[src/rtl/uart_pkg.sv]
// Shared UART definitions: byte width and the TX queue controller state encoding.
package uart_pkg;

  localparam int unsigned UART_DATA_W = 8;

  typedef enum logic [1:0] {
    ST_IDLE  = 2'd0,
    ST_START = 2'd1,
    ST_WAIT  = 2'd2
  } uart_tx_queue_state_t;

endpackage

[src/rtl/uart_fifo.sv]
// Byte FIFO with wrapping read/write pointers and an occupancy counter.
// Storage is not reset; only pointers and count are.
module uart_fifo #(
  parameter int unsigned DEPTH = 8,
  parameter int unsigned WIDTH = 8
) (
  input  logic                   CLK_I,
  input  logic                   RST_NI,
  input  logic                   push,
  input  logic [WIDTH-1:0]       push_data,
  input  logic                   pop,
  output logic [WIDTH-1:0]       pop_data,
  output logic                   full,
  output logic                   empty,
  output logic [$clog2(DEPTH):0] count
);

  localparam int unsigned PTR_W = $clog2(DEPTH);

  logic [WIDTH-1:0] mem [DEPTH];
  logic [PTR_W-1:0] wr_ptr;
  logic [PTR_W-1:0] rd_ptr;
  logic             do_push;
  logic             do_pop;

  assign do_push  = push && !full;
  assign do_pop   = pop && !empty;
  assign pop_data = mem[rd_ptr];
  assign full     = (count == (PTR_W + 1)'(DEPTH));
  assign empty    = (count == '0);

  always_ff @(posedge CLK_I) begin
    if (do_push) mem[wr_ptr] <= push_data;
  end

  always_ff @(posedge CLK_I or negedge RST_NI) begin
    if (!RST_NI) begin
      wr_ptr <= '0;
      rd_ptr <= '0;
      count  <= '0;
    end else begin
      if (do_push) wr_ptr <= wr_ptr + PTR_W'(1);
      if (do_pop)  rd_ptr <= rd_ptr + PTR_W'(1);
      case ({do_push, do_pop})
        2'b10:   count <= count + (PTR_W + 1)'(1);
        2'b01:   count <= count - (PTR_W + 1)'(1);
        default: count <= count;
      endcase
    end
  end

endmodule

[src/rtl/uart_tx_queue.sv]
// Byte queue feeding a UART transmitter: pops the head into a holding register,
// pulses TX_START_O for one cycle, then waits for TX_DONE_I.
module uart_tx_queue
  import uart_pkg::*;
#(
  parameter int unsigned DEPTH = 8
) (
  input  logic                   CLK_I,
  input  logic                   RST_NI,
  input  logic [UART_DATA_W-1:0] DATA_I,
  input  logic                   VALID_I,
  output logic                   READY_O,
  output logic                   TX_START_O,
  output logic [UART_DATA_W-1:0] TX_DATA_O,
  input  logic                   TX_DONE_I,
  output logic                   FULL_O,
  output logic                   EMPTY_O,
  output logic [$clog2(DEPTH):0] COUNT_O
);

  uart_tx_queue_state_t   state;
  uart_tx_queue_state_t   state_nxt;
  logic                   pop;
  logic                   tx_start;
  logic [UART_DATA_W-1:0] head;
  logic [UART_DATA_W-1:0] tx_data_q;

  uart_fifo #(
    .DEPTH (DEPTH),
    .WIDTH (UART_DATA_W)
  ) u_fifo (
    .CLK_I     (CLK_I),
    .RST_NI    (RST_NI),
    .push      (VALID_I && READY_O),
    .push_data (DATA_I),
    .pop       (pop),
    .pop_data  (head),
    .full      (FULL_O),
    .empty     (EMPTY_O),
    .count     (COUNT_O)
  );

  assign READY_O    = !FULL_O;
  assign TX_START_O = tx_start;
  assign TX_DATA_O  = tx_data_q;

  always_comb begin
    state_nxt = state;
    pop       = 1'b0;
    tx_start  = 1'b0;
    case (state)
      ST_IDLE: begin
        if (!EMPTY_O) begin
          pop       = 1'b1;
          state_nxt = ST_START;
        end
      end
      ST_START: begin
        tx_start  = 1'b1;
        state_nxt = ST_WAIT;
      end
      ST_WAIT: begin
        if (TX_DONE_I) state_nxt = ST_IDLE;
      end
      default: state_nxt = ST_IDLE;
    endcase
  end

  always_ff @(posedge CLK_I or negedge RST_NI) begin
    if (!RST_NI) begin
      state     <= ST_IDLE;
      tx_data_q <= '0;
    end else begin
      state <= state_nxt;
      if (pop) tx_data_q <= head;
    end
  end

endmodule

[config.mk]
export PLATFORM = sky130hd
export DESIGN_NAME = uart_tx_queue
export DESIGN_NICKNAME = d
export VERILOG_FILES = /design/src/rtl/uart_pkg.sv /design/src/rtl/uart_fifo.sv /design/src/rtl/uart_tx_queue.sv
export SDC_FILE = /design/constraint.sdc
export NUM_CORES = 1
export LEC_CHECK = 0
export CORE_ASPECT_RATIO = 0.7
export CORE_MARGIN = 1.5
export CORE_UTILIZATION = 50
export CTS_CLUSTER_SIZE = 8
export DETAILED_ROUTE_END_ITERATION = 10
export PLACE_DENSITY = 0.73
export SYNTH_ARGS = -nofsm -noshare
export SYNTH_HDL_FRONTEND = slang
export SYNTH_SLANG_ARGS = --single-unit
[constraint.sdc]
create_clock -name CLK_I -period 2.4 [get_ports CLK_I]
set_clock_uncertainty 0.2 [all_clocks]
set_input_delay 0.48 -clock CLK_I [delete_from_list [all_inputs] [get_ports CLK_I]]
set_output_delay 0.48 -clock CLK_I [all_outputs]
set_load 0.005 [all_outputs]
After elaboration in Yosys (flattened, before gate mapping)
Memories as Yosys holds them, arrays and structs flattened. A register that Yosys moved wholly into a read port is not among the register bits. Index checks and enable logic that the tools add are counted.

Input port bits: 12. RAM bits: 64. Memories kept: 1. Flip-flop bits (word level): 12. Word-level logic and storage cells: 35. Output and inout bits: 16.

Eq/ne operators: 7. Multiplexer cells: 9. Add/subtract/negate cells: 4. Reduce and logical (&&, ||, !) cells: 10.

Memory list: u_fifo.mem (depth 8, width 8, rd ports 1, clocked after Yosys merged registers in 1, wr ports 1, RTL line uart_fifo.sv:20) `logic [WIDTH-1:0] mem [DEPTH];`.

Operators by type and width (count): one-hot mux 4 bit (2 select lines) (1); adder 3 x 1 -> 3 bit (second input constant) (2); one-hot mux 2 bit (3 select lines) (1); 2-to-1 mux 1 bit (5); adder 4 x 1 -> 4 bit (second input constant) (1); equality test 2 x 1 -> 1 bit (second input constant) (2); equality test 2 bit (second input constant) (2); equality test 4 bit (second input constant) (1); zero test 4 bit (1); 2-to-1 mux 2 bit (2); inequality test 2 bit (second input constant) (2); subtractor 4 x 1 -> 4 bit (second input constant) (1); logical AND 1 bit (3); zero test 1 bit (3); zero test 2 bit (1); AND reduction 2 bit (1); nonzero test 2 bit (1).

Logic depth before layout (Yosys ltp)
Gate-level depths: netlist of the first run.

Depth in word-level cells: 6. Mapped depth: 11. Mapped depth without buffers: 10.

Modules after synthesis
A second synthesis of the first run with hierarchy kept.

Cell total of the unflattened synthesis: 185. Area, all modules: 3525.9 µm².

By module, submodules not included: uart_fifo (cells each 160, area each 3134.3 µm², seq. area each 2172.1 µm², times used 1); uart_tx_queue (cells each 25, area each 391.6 µm², seq. area each 250.2 µm², times used 1).

Worst setup path after synthesis of the first run
No wires, ideal clock.

Path type: flip-flop to flip-flop. Start: reg u_fifo.count[1]. End: reg u_fifo.count[2]. Library setup time: 0.129 ns. Cell stages (with the launch flop): 12. Period minus slack after synthesis: 2.649 ns. Arrival time: 2.321 ns. Slack: -0.249 ns. Path buffers: 1. Data required time: 2.071 ns. Cells stage by stage: dfrtp_1 > nor4_1 > or3_1 > buf_2 > inv_1 > ha_1 > xor2_1 > ha_1 > a21oi_1 > xor2_1 > nor2_1 > xor2_1.

Word-level cells in the longest chain between the ends: 6. Elaborated cells on any way between the ends: 15. Those cells by class: add/sub (2); eq/ne (3); mux (3); reduce/logical (7).

Ends and longest elaborated chain: start, declared (RTL line uart_fifo.sv:15) `output logic [$clog2(DEPTH):0] count`; start signal, assigned (RTL line uart_fifo.sv:45) `2'b10: count <= count + (PTR_W + 1)'(1);`; start signal, assigned (RTL line uart_fifo.sv:46) `2'b01: count <= count - (PTR_W + 1)'(1);`; start signal, assigned (RTL line uart_fifo.sv:47) `default: count <= count;`; zero test 4 bit (*) (RTL line uart_fifo.sv:30) `assign empty = (count == '0);`; named net EMPTY_O (RTL line uart_tx_queue.sv:17) `output logic EMPTY_O,`; 2-to-1 mux 1 bit (*) (RTL line uart_tx_queue.sv:53) `if (!EMPTY_O) begin`; 2-to-1 mux 1 bit (*) (RTL line uart_tx_queue.sv:51) `case (state)`; named net pop (RTL line uart_tx_queue.sv:23) `logic pop;`; logical AND 1 bit (*) (RTL line uart_fifo.sv:27) `assign do_pop = pop && !empty;`; equality test 2 x 1 -> 1 bit or equality test 2 bit (tied branches) (RTL line uart_fifo.sv:44) `case ({do_push, do_pop})`; one-hot mux 4 bit (2 select lines) or nonzero test 2 bit (tied branches).

The timed path passes the listed nets; every way through them passes the cells marked *. A chain may end at the register's enable or synchronous reset.

Final worst setup path of the first run
Start: reg u_fifo.count[1]. End: reg u_fifo.count[2].

Word-level cells in the longest chain between the ends: 6. Elaborated cells on any way between the ends: 15. Those cells by class: add/sub (2); eq/ne (3); mux (3); reduce/logical (7).

Ends and longest elaborated chain (RTL line): zero test 4 bit (*) (uart_fifo.sv:30); 2-to-1 mux 1 bit (*) (uart_tx_queue.sv:53); 2-to-1 mux 1 bit (*) (uart_tx_queue.sv:51); named net pop (uart_tx_queue.sv:23); logical AND 1 bit (*) (uart_fifo.sv:27); equality test 2 x 1 -> 1 bit or equality test 2 bit (tied branches) (uart_fifo.sv:44); one-hot mux 4 bit (2 select lines) or nonzero test 2 bit (tied branches).

Marks and branches as above.

==> impl_results.html, run 1 <==
<table>
<tr><th>Metric</th><th>Value</th></tr>
<tr><th colspan="2">Finish</th></tr>
<tr><td>Area taken by flip-flops and latches</td><td>2430 sq um</td></tr>
<tr><td>Fill cells</td><td>472</td></tr>
<tr><td>Number of diodes added for antenna fixing</td><td>0</td></tr>
<tr><td>Fraction of final layout cells sized beyond drive strength 1</td><td>22.1%</td></tr>
<tr><td>Final core utilization</td><td>65.9%</td></tr>
<tr><td>Commonest non-fill, non-tap cells in the layout</td><td>sky130_fd_sc_hd__edfxtp_1 (64), sky130_fd_sc_hd__mux2i_1 (32), sky130_fd_sc_hd__buf_4 (29)</td></tr>
<tr><td>Most common cell after layout, fill and taps aside</td><td>sky130_fd_sc_hd__edfxtp_1</td></tr>
<tr><td>Final Net Count</td><td>302</td></tr>
<tr><td>Synthesis-to-finish area growth</td><td>23.7%</td></tr>
<tr><td>Total area of multi-input combinational cells</td><td>983 sq um</td></tr>
<tr><th colspan="2">Detailed routing</th></tr>
<tr><td>Number of search-and-repair iterations in the first detailed-routing pass</td><td>5</td></tr>
<tr><td>Routed wire per std cell</td><td>17.9 um</td></tr>
<tr><td>Remaining routing DRC violations</td><td>0</td></tr>
<tr><td>Post-DRT Antenna Nets</td><td>0</td></tr>
<tr><td>Final wirelength</td><td>6.80 mm</td></tr>
<tr><td>Iteration-0 DRC Markers</td><td>96</td></tr>
<tr><td>Via density per instance</td><td>5.25</td></tr>
<tr><td>Number of vias after detailed routing</td><td>2001</td></tr>
<tr><th colspan="2">Clocking</th></tr>
<tr><td>Number of buffers on the longest clock path</td><td>2</td></tr>
<tr><td>CTS tree</td><td>yes</td></tr>
<tr><td>Total number of clock tree sinks</td><td>84</td></tr>
<tr><td>Number of buffers created by CTS</td><td>9</td></tr>
<tr><td>Insertion delay to the later sink of the worst-skew pair</td><td>0.35 ns</td></tr>
<tr><td>Clock slew at the register clock pins of the worst setup and hold paths</td><td>0.08 ns</td></tr>
<tr><td>Number of H-tree branching levels</td><td>3</td></tr>
<tr><td>Root buffer cell</td><td>sky130_fd_sc_hd__clkbuf_8</td></tr>
<tr><td>Cts-stage hold buffer count</td><td>0</td></tr>
<tr><th colspan="2">Timing</th></tr>
<tr><td>Hold slack final</td><td>0.266 ns</td></tr>
<tr><td>Setup repair after global routing missed its margin</td><td>true</td></tr>
<tr><td>Number of hold-slack violations in the final timing report</td><td>0</td></tr>
<tr><td>Post-route fraction of the period consumed by the critical path</td><td>105%</td></tr>
<tr><td># setup viols final</td><td>3</td></tr>
<tr><td>Setup TNS Final</td><td>-0.228 ns</td></tr>
<tr><td>Total count of max-transition violations in the final report</td><td>0</td></tr>
<tr><td>Slew of the pin with the lowest slew margin</td><td>0.682 ns</td></tr>
<tr><td>Min Tclk post-route</td><td>2.52 ns</td></tr>
<tr><td>Final WS setup</td><td>-0.120 ns</td></tr>
<tr><td>Relative slew margins</td><td>54.5%</td></tr>
<tr><td>Fmax achieved</td><td>397 MHz</td></tr>
<tr><th colspan="2">Die</th></tr>
<tr><td>Top Ports</td><td>28</td></tr>
<tr><td>DIE AREA</td><td>7330 sq um</td></tr>
<tr><td>Die X</td><td>102 um</td></tr>
<tr><td>Std-Cell Core Area</td><td>6400 sq um</td></tr>
<tr><td>Num rows</td><td>24</td></tr>
<tr><td>Vertical die dimension</td><td>72.1 um</td></tr>
<tr><td>Starting utilization of the core area</td><td>53.3%</td></tr>
<tr><th colspan="2">Power</th></tr>
<tr><td>Post-layout power</td><td>5.17 mW</td></tr>
<tr><td>PD cells</td><td>1230 nW/um^2</td></tr>
<tr><td>Leakage</td><td>1.62 nW</td></tr>
<tr><td>Worst vdd ir</td><td>0.000609 V</td></tr>
<tr><th colspan="2">Synthesis</th></tr>
<tr><td>Fraction of registers with async set/reset</td><td>23.8%</td></tr>
<tr><td>Number of synthesized flops with an enable pin</td><td>64</td></tr>
<tr><td>Prevailing post-synth register cell</td><td>sky130_fd_sc_hd__edfxtp_1</td></tr>
<tr><td>Count of distinct cell types in the synthesized netlist</td><td>32</td></tr>
<tr><td>Gate Count Post-Synth</td><td>226</td></tr>
<tr><td>Share of the synthesized area in the top cell type</td><td>56.4%</td></tr>
<tr><td>Register area share after synthesis</td><td>71.1%</td></tr>
<tr><td>Number of synthesis warnings</td><td>0</td></tr>
<tr><td>Post-synth design cell area</td><td>3410 sq um</td></tr>
<tr><td>Syn Area/Cell</td><td>15.1 sq um</td></tr>
<tr><td>Largest area contributor in the netlist</td><td>sky130_fd_sc_hd__edfxtp_1</td></tr>
<tr><td>Post-synthesis sequential element count</td><td>84</td></tr>
<tr><td>Post-Syn Nets</td><td>243</td></tr>
<tr><td>Synth top area cells</td><td>sky130_fd_sc_hd__edfxtp_1 (56%), sky130_fd_sc_hd__dfrtp_1 (15%), sky130_fd_sc_hd__mux2i_1 (9.4%)</td></tr>
<tr><th colspan="2">Critical path</th></tr>
<tr><td>Data required time of the critical path</td><td>2.44 ns</td></tr>
<tr><td>Category of the worst setup path capture point</td><td>flip-flop</td></tr>
<tr><td>Worst setup path startpoint</td><td>u_fifo.count[1]</td></tr>
<tr><td>Startpoint of the worst-slack reg-to-reg timing path</td><td>u_fifo.count[1]</td></tr>
<tr><td>Arrival time of data at the critical path endpoint</td><td>2.56 ns</td></tr>
<tr><td>CP endpoint</td><td>u_fifo.count[2]</td></tr>
<tr><td>Startpoint class of the critical path</td><td>flip-flop</td></tr>
<tr><td>Endpoint of the worst register-to-register path</td><td>u_fifo.count[2]</td></tr>
<tr><td>CP Class</td><td>reg2reg</td></tr>
<tr><td>Reg2reg setup slack</td><td>-0.12 ns</td></tr>
<tr><td>Number of cells on the worst reg-to-reg path</td><td>11</td></tr>
<tr><td>Crit Path Max Fanout</td><td>3</td></tr>
<tr><th colspan="2">Status</th></tr>
<tr><td>Failing checks</td><td>setup timing</td></tr>
<tr><td>Status</td><td>finished, violations left</td></tr>
<tr><th colspan="2">Global routing</th></tr>
<tr><td>Congestion Overflow GR</td><td>0</td></tr>
<tr><td>Antenna violations before repair</td><td>0</td></tr>
<tr><td>Pin count of the biggest net entering global routing</td><td>21</td></tr>
<tr><td>Number of global-route vias before repair</td><td>1962</td></tr>
<tr><td>Global router's overall resource usage</td><td>20.5%</td></tr>
<tr><td>Wire length of the first global-routing pass</td><td>10.4 mm</td></tr>
<tr><th colspan="2">Placed design</th></tr>
<tr><td>Number of input and output port buffers inserted</td><td>27</td></tr>
<tr><td>Hpwl dp</td><td>4.51 mm</td></tr>
<tr><td>Routability Congestion</td><td>0.678</td></tr>
<tr><th colspan="2">Flow run</th></tr>
<tr><td>Count of max-cap constraint violations</td><td>0</td></tr>
<tr><th colspan="2">Min path</th></tr>
<tr><td>Kind of path behind the tightest hold check</td><td>in2async</td></tr>
</table>
## power breakdown
| group | total (mW) | internal (mW) | switching (mW) |
|---|---|---|---|
| Combinational | 2.18 | 1.07 | 1.12 |
| Clock | 0.874 | 0.407 | 0.467 |
| Sequential | 2.11 | 1.93 | 0.182 |
## kinds of logic after synthesis
| kind of cell | count (synthesis) | synth area share [%] |
|---|---|---|
| flip-flops | 84 | 71.1 |
| multiplexers | 33 | 9.73 |
| XOR/XNOR | 8 | 2.06 |
| buffers and inverters | 13 | 1.91 |
| AND/OR/NAND/NOR | 65 | 9.44 |
| AO/OA/AOI/OAI | 18 | 3.93 |
| adder cells (fa/ha/maj) | 5 | 1.84 |
## synthesized netlist by cell type, drive strengths merged (2+ instances only)
cell and number:
xnor2 5, nor2 8, dfrtp 20, buf 9, xor2 3, nor2b 3, ha 5, mux2i 32
nor4 2, inv 3, and2 2, nand2b 4, nor3 3, nand3 9, a22oi 16, nand2 28
edfxtp 64
## what timing repair did
item / 4_1_cts / 5_1_grt
pin swaps: 4 / 7
setup buffers: 4 / 2
endpoints found under the setup margin: 4 / 2
gates cloned: 0 / 0
gates resized for setup: 5 / 4
## critical path, stage by stage, from the launching register on
cell	delay, ns
sky130_fd_sc_hd__dfrtp_2	0.43
sky130_fd_sc_hd__buf_6	0.13
sky130_fd_sc_hd__nor4_4	0.30
sky130_fd_sc_hd__or3_4	0.20
sky130_fd_sc_hd__clkinvlp_4	0.16
sky130_fd_sc_hd__ha_4	0.20
sky130_fd_sc_hd__xor2_1	0.14
sky130_fd_sc_hd__ha_2	0.17
sky130_fd_sc_hd__a21oi_2	0.11
sky130_fd_sc_hd__xor2_1	0.16
sky130_fd_sc_hd__nor2_1	0.07
sky130_fd_sc_hd__xor2_1	0.13
## worst min path at each step
stage / start / slack, ns / end / depth (start not counted)
final: RST_NI / 0.27 / TX_DATA_O[3] / 2
after global routing: RST_NI / 0.27 / TX_DATA_O[3] / 2
after CTS: RST_NI / 0.26 / TX_DATA_O[2] / 2
after detailed placement: TX_DATA_O[4] / 0.27 / TX_DATA_O[4] / 2
after global placement: TX_DATA_O[2] / 0.26 / TX_DATA_O[2] / 2
after floorplan: RST_NI / -0.02 / TX_DATA_O[0] / 0
## cell type report
class / instances / area share, %
clock buffers: 13 / 3.53
clock inverters: 3 / 0.475
inverters: 4 / 0.564
multi-input cells: 129 / 23.3
flip-flops and latches: 84 / 57.6
well taps: 91 / 2.70
repair buffers: 57 / 11.8
## registers in the layout, summed over array words and instances, names as in the netlist
signal / cells
u_fifo.mem: 64
TX_DATA_O: 8
u_fifo.count: 4
u_fifo.rd_ptr: 3
u_fifo.wr_ptr: 3
state: 2
## per-layer routing
layer  part of all wire (%)  GRT usage, %  vias to the layer above
li1                       -             -                      955
met1                     43          28.2                      992
met2                     48          31.0                       48
met3                    6.9          7.32                        6
met4                    1.2          5.86                        0
met5                      0             0                        -
## per-stage QoR
step | cells | setup slack [ns] | instance area (sq um)
global route | 381 | -0.212 | 4210
finish | 381 | -0.120 | 4210
floorplan | 226 | -0.00756 | 3460
detailed placement | 360 | -0.0271 | 3980
global placement | 360 | 0.00409 | 3980
CTS | 379 | -0.0994 | 4180
No activity file was read; power rests on OpenSTA's default activity.
==> run 2: changes to the inputs <==
ABC_AREA = 1   (was default)
ABC_CLOCK_PERIOD_IN_PS = 2400   (was default)
==> run 2 against run 1 <==
Net effect:
- the flow now finishes without violations
- clock-buffer cell count down 1
- highest routed layer unchanged
- clock power grew 27%
- combinational power shrank 4%
- non-clock buffer count shrank 11
- sequential share of layout area increased by 0.14 points
==> impl_results.html, run 2 <==
<table>
<tr><th>Metric</th><th>Value</th></tr>
<tr><th colspan="2">Placed design</th></tr>
<tr><td>Number of placed instances with taps included</td><td>439 (+22%)</td></tr>
<tr><td>DP Worst Slack</td><td>-0.0114 ns (+0.0157 ns)</td></tr>
<tr><td>Instance area at placement</td><td>3950 sq um (-0.79%)</td></tr>
<tr><td>Number of input and output port buffers inserted</td><td>27 (unchanged)</td></tr>
<tr><td>Hpwl dp</td><td>4.93 mm (+9.3%)</td></tr>
<tr><td>Routability Congestion</td><td>0.851 (+26%)</td></tr>
<tr><th colspan="2">Flow run</th></tr>
<tr><td>Count of max-cap constraint violations</td><td>0 (unchanged)</td></tr>
<tr><th colspan="2">Critical path</th></tr>
<tr><td>Arrival time of data at the critical path endpoint</td><td>1.64 ns (-0.92 ns)</td></tr>
<tr><td>Startpoint of the worst-slack reg-to-reg timing path</td><td>u_fifo.count[0]</td></tr>
<tr><td>Crit Path Max Fanout</td><td>5 (+2)</td></tr>
<tr><td>Endpoint of the worst register-to-register path</td><td>u_fifo.count[2]</td></tr>
<tr><td>CP Class</td><td>reg2out</td></tr>
<tr><td>CP endpoint</td><td>FULL_O</td></tr>
<tr><td>Reg2reg setup slack</td><td>0.20 ns (+0.32 ns)</td></tr>
<tr><td>Number of cells on the worst reg-to-reg path</td><td>11 (unchanged)</td></tr>
<tr><td>Worst setup path startpoint</td><td>u_fifo.count[0]</td></tr>
<tr><td>Data required time of the critical path</td><td>1.72 ns (-0.72 ns)</td></tr>
<tr><td>Startpoint class of the critical path</td><td>flip-flop</td></tr>
<tr><td>Category of the worst setup path capture point</td><td>output port</td></tr>
<tr><th colspan="2">Finish</th></tr>
<tr><td>Commonest non-fill, non-tap cells in the layout</td><td>sky130_fd_sc_hd__nor2_1 (74), sky130_fd_sc_hd__edfxtp_1 (64), sky130_fd_sc_hd__nand2_1 (40)</td></tr>
<tr><td>Final core utilization</td><td>61.5% (-4.4 points)</td></tr>
<tr><td>Number of standard cells in the final layout excluding fillers</td><td>456 (+20%)</td></tr>
<tr><td>Final std cell area, no fill</td><td>4200 sq um (-0.45%)</td></tr>
<tr><td>Synthesis-to-finish area growth</td><td>18.0%</td></tr>
<tr><td>Number of diodes added for antenna fixing</td><td>0 (unchanged)</td></tr>
<tr><td>Most flops, register</td><td>u_fifo.mem</td></tr>
<tr><td>Fraction of final layout cells sized beyond drive strength 1</td><td>13.5% (-8.5 points)</td></tr>
<tr><td>Fill cells</td><td>596 (+26%)</td></tr>
<tr><td>Final Net Count</td><td>374 (+24%)</td></tr>
<tr><td>Most common cell after layout, fill and taps aside</td><td>sky130_fd_sc_hd__nor2_1</td></tr>
<tr><td>Number of flip-flops in the largest register</td><td>64 (unchanged)</td></tr>
<tr><th colspan="2">Synthesis</th></tr>
<tr><td>Synth top area cells</td><td>sky130_fd_sc_hd__edfxtp_1 (54%), sky130_fd_sc_hd__dfrtp_1 (14%), sky130_fd_sc_hd__nor2_1 (7.8%)</td></tr>
<tr><td>Largest area contributor in the netlist</td><td>sky130_fd_sc_hd__edfxtp_1</td></tr>
<tr><td>Number of synthesis warnings</td><td>0 (unchanged)</td></tr>
<tr><td>Gate Count Post-Synth</td><td>313 (+38%)</td></tr>
<tr><td>Most common cell in the netlist</td><td>sky130_fd_sc_hd__nor2_1</td></tr>
<tr><td>Count of distinct cell types in the synthesized netlist</td><td>24 (-25%)</td></tr>
<tr><td>Fraction of registers with async set/reset</td><td>23.8% (unchanged)</td></tr>
<tr><td>Prevailing post-synth register cell</td><td>sky130_fd_sc_hd__edfxtp_1</td></tr>
<tr><td>Number of synthesized flops with an enable pin</td><td>64 (unchanged)</td></tr>
<tr><td>Register area share after synthesis</td><td>68.1% (-3.0 points)</td></tr>
<tr><td>Post-synthesis sequential element count</td><td>84 (unchanged)</td></tr>
<tr><td>Post-Syn Nets</td><td>330 (+36%)</td></tr>
<tr><td>Syn Area/Cell</td><td>11.4 sq um (-25%)</td></tr>
<tr><td>Post-synth design cell area</td><td>3560 sq um (+4.4%)</td></tr>
<tr><td>Top cells by instance count after synthesis</td><td>sky130_fd_sc_hd__nor2_1 (74), sky130_fd_sc_hd__edfxtp_1 (64), sky130_fd_sc_hd__nand2_1 (40)</td></tr>
<tr><td>Share of the synthesized area in the top cell type</td><td>54.0% (-2.4 points)</td></tr>
<tr><th colspan="2">Global routing</th></tr>
<tr><td>Congestion Overflow GR</td><td>0 (unchanged)</td></tr>
<tr><td>Antenna violations before repair</td><td>0 (unchanged)</td></tr>
<tr><td>Wire length of the first global-routing pass</td><td>11.4 mm (+9.7%)</td></tr>
<tr><td>Number of global-route vias before repair</td><td>2246 (+14%)</td></tr>
<tr><td>Global router's overall resource usage</td><td>20.6% (+0.19 points)</td></tr>
<tr><td>Pin count of the biggest net entering global routing</td><td>34 (+62%)</td></tr>
<tr><th colspan="2">Clocking</th></tr>
<tr><td>Clock slew at the register clock pins of the worst setup and hold paths</td><td>0.08 ns (about the same)</td></tr>
<tr><td>Number of buffers created by CTS</td><td>9 (unchanged)</td></tr>
<tr><td>Number of buffers on the longest clock path</td><td>2 (unchanged)</td></tr>
<tr><td>Number of H-tree branching levels</td><td>3 (unchanged)</td></tr>
<tr><td>Total number of clock tree sinks</td><td>84 (unchanged)</td></tr>
<tr><td>Insertion delay to the later sink of the worst-skew pair</td><td>0.35 ns (about the same)</td></tr>
<tr><td>Root buffer cell</td><td>sky130_fd_sc_hd__clkbuf_8</td></tr>
<tr><td>CTS tree</td><td>yes</td></tr>
<tr><th colspan="2">Power</th></tr>
<tr><td>Internal power consumption</td><td>3.39 mW (-0.14%)</td></tr>
<tr><td>Post-layout power</td><td>5.36 mW (+3.8%)</td></tr>
<tr><td>Worst vdd ir</td><td>0.000728 V (+20%)</td></tr>
<tr><td>Clock power share</td><td>20.6% (+3.7 points)</td></tr>
<tr><td>Leakage</td><td>1.64 nW (+0.96%)</td></tr>
<tr><td>Fraction of power consumed by sequential logic</td><td>40.3% (-0.5 points)</td></tr>
<tr><td>Net switching fraction of the power</td><td>36.7% (+2.5 points)</td></tr>
<tr><td>Net load switching power</td><td>1.97 mW (+11%)</td></tr>
<tr><td>PD cells</td><td>1280 nW/um^2 (+4.2%)</td></tr>
<tr><td>Share of power burned in combinational logic</td><td>39.0% (-3.3 points)</td></tr>
<tr><th colspan="2">Die</th></tr>
<tr><td>Num rows</td><td>25 (+4.2%)</td></tr>
<tr><td>Top Ports</td><td>28 (unchanged)</td></tr>
<tr><td>Vertical die dimension</td><td>73.6 um (+2.1%)</td></tr>
<tr><td>Starting utilization of the core area</td><td>52.1% (-1.1 points)</td></tr>
<tr><td>Std-Cell Core Area</td><td>6820 sq um (+6.6%)</td></tr>
<tr><td>DIE AREA</td><td>7630 sq um (+4.2%)</td></tr>
<tr><td>Die X</td><td>104 um (+2.1%)</td></tr>
<tr><th colspan="2">Timing</th></tr>
<tr><td>Number of hold-slack violations in the final timing report</td><td>0 (unchanged)</td></tr>
<tr><td>Min Tclk post-route</td><td>2.32 ns (-0.201 ns)</td></tr>
<tr><td>Relative slew margins</td><td>61.7% (+7.2 points)</td></tr>
<tr><td>Total count of max-transition violations in the final report</td><td>0 (unchanged)</td></tr>
<tr><td>Slew of the pin with the lowest slew margin</td><td>0.574 ns (-0.108 ns)</td></tr>
<tr><td>Fmax achieved</td><td>431 MHz (+8.7%)</td></tr>
<tr><td>Setup TNS Final</td><td>0 ns (+0.228 ns)</td></tr>
<tr><td># setup viols final</td><td>0 (-3)</td></tr>
<tr><td>Final WS setup</td><td>0.0811 ns (+0.201 ns)</td></tr>
<tr><td>Hold slack final</td><td>0.258 ns (-0.00726 ns)</td></tr>
<tr><td>Post-route fraction of the period consumed by the critical path</td><td>96.6% (-8.4 points)</td></tr>
<tr><td>Setup repair after global routing missed its margin</td><td>false</td></tr>
<tr><th colspan="2">Detailed routing</th></tr>
<tr><td>Post-DRT Antenna Nets</td><td>0 (unchanged)</td></tr>
<tr><td>Via density per instance</td><td>5.08 (-3.3%)</td></tr>
<tr><td>Iteration-0 DRC Markers</td><td>109 (+14%)</td></tr>
<tr><td>Number of search-and-repair iterations in the first detailed-routing pass</td><td>4 (-1)</td></tr>
<tr><td>Final wirelength</td><td>7.25 mm (+6.6%)</td></tr>
<tr><td>Remaining routing DRC violations</td><td>0 (unchanged)</td></tr>
<tr><td>Number of vias after detailed routing</td><td>2315 (+16%)</td></tr>
<tr><td>Routed wire per std cell</td><td>15.9 um (-11%)</td></tr>
<tr><th colspan="2">Status</th></tr>
<tr><td>Status</td><td>finished clean</td></tr>
<tr><th colspan="2">Min path</th></tr>
<tr><td>Kind of path behind the tightest hold check</td><td>in2async</td></tr>
</table>
==> run 2: power by group through the flow <==
stage / sequential, mW / combinational (mW) / clock [mW]
2_1_floorplan: 2.10 / 1.50 / 0
3_3_place_gp: 2.18 / 2.00 / 0
3_5_place_dp: 2.19 / 2.07 / 0
4_1_cts: 2.16 / 2.08 / 1.12
5_1_grt: 2.20 / 2.36 / 1.16
6_report: 2.16 / 2.09 / 1.11
==> run 2: repair_timing <==
item	4_1_cts	5_1_grt
hold buffers	0	0
setup endpoints to repair	0	2
buffers inserted	0	1
resized for setup	0	2
==> run 2: critical path, cell delays in order, from the launching register on <==
cell and delay [ns]:
sky130_fd_sc_hd__dfrtp_2 0.46, sky130_fd_sc_hd__nor2_4 0.13, sky130_fd_sc_hd__nand3_2 0.11, sky130_fd_sc_hd__inv_1 0.08, sky130_fd_sc_hd__clkdlybuf4s50_1 0.50
==> run 2: area by class of cell <==
cell class              instances  area [sq um]  share of cell area [%]
clock inverters                 4          51.3                    1.22
flip-flops and latches         84          2420                    57.8
inverters                      17          66.3                    1.58
repair buffers                 46           413                    9.84
multi-input cells             199           946                    22.5
clock buffers                  12           178                    4.24
well taps                      94           118                    2.80
==> run 2: per-layer routing <==
layer	part of all wire [%]	GRT usage (%)
met1	43	27.0
met2	48	35.0
met3	7.5	4.88
met4	1.1	6.48
met5	0	0
==> run 2: cell families after synthesis <==
group / count (synthesis) / synth area share (%)
and+or+nand+nor: 149 / 17.6
adders and majority gates: 5 / 1.76
buffers and inverters: 30 / 5.42
xor gates and xnor gates: 6 / 1.48
AOI/OAI and AO/OA: 39 / 5.66
DFF: 84 / 68.1
==> run 2: worst min-delay path by stage <==
| stage | start | to | slack, ns | cells past startpoint |
|---|---|---|---|---|
| floorplan | RST_NI | TX_DATA_O[0] | -0.02 | 0 |
| global placement | TX_DATA_O[0] | TX_DATA_O[0] | 0.26 | 2 |
| detailed placement | TX_DATA_O[3] | TX_DATA_O[3] | 0.27 | 2 |
| CTS | RST_NI | u_fifo.count[0] | 0.26 | 2 |
| global route | RST_NI | u_fifo.count[0] | 0.30 | 2 |
| finish | RST_NI | u_fifo.count[0] | 0.26 | 2 |
==> run 3: changes to the inputs <==
ABC_AREA = default   (was 1)
==> results of run 3 <==
Final layout, timing and power as in run 1 (identical DEF).
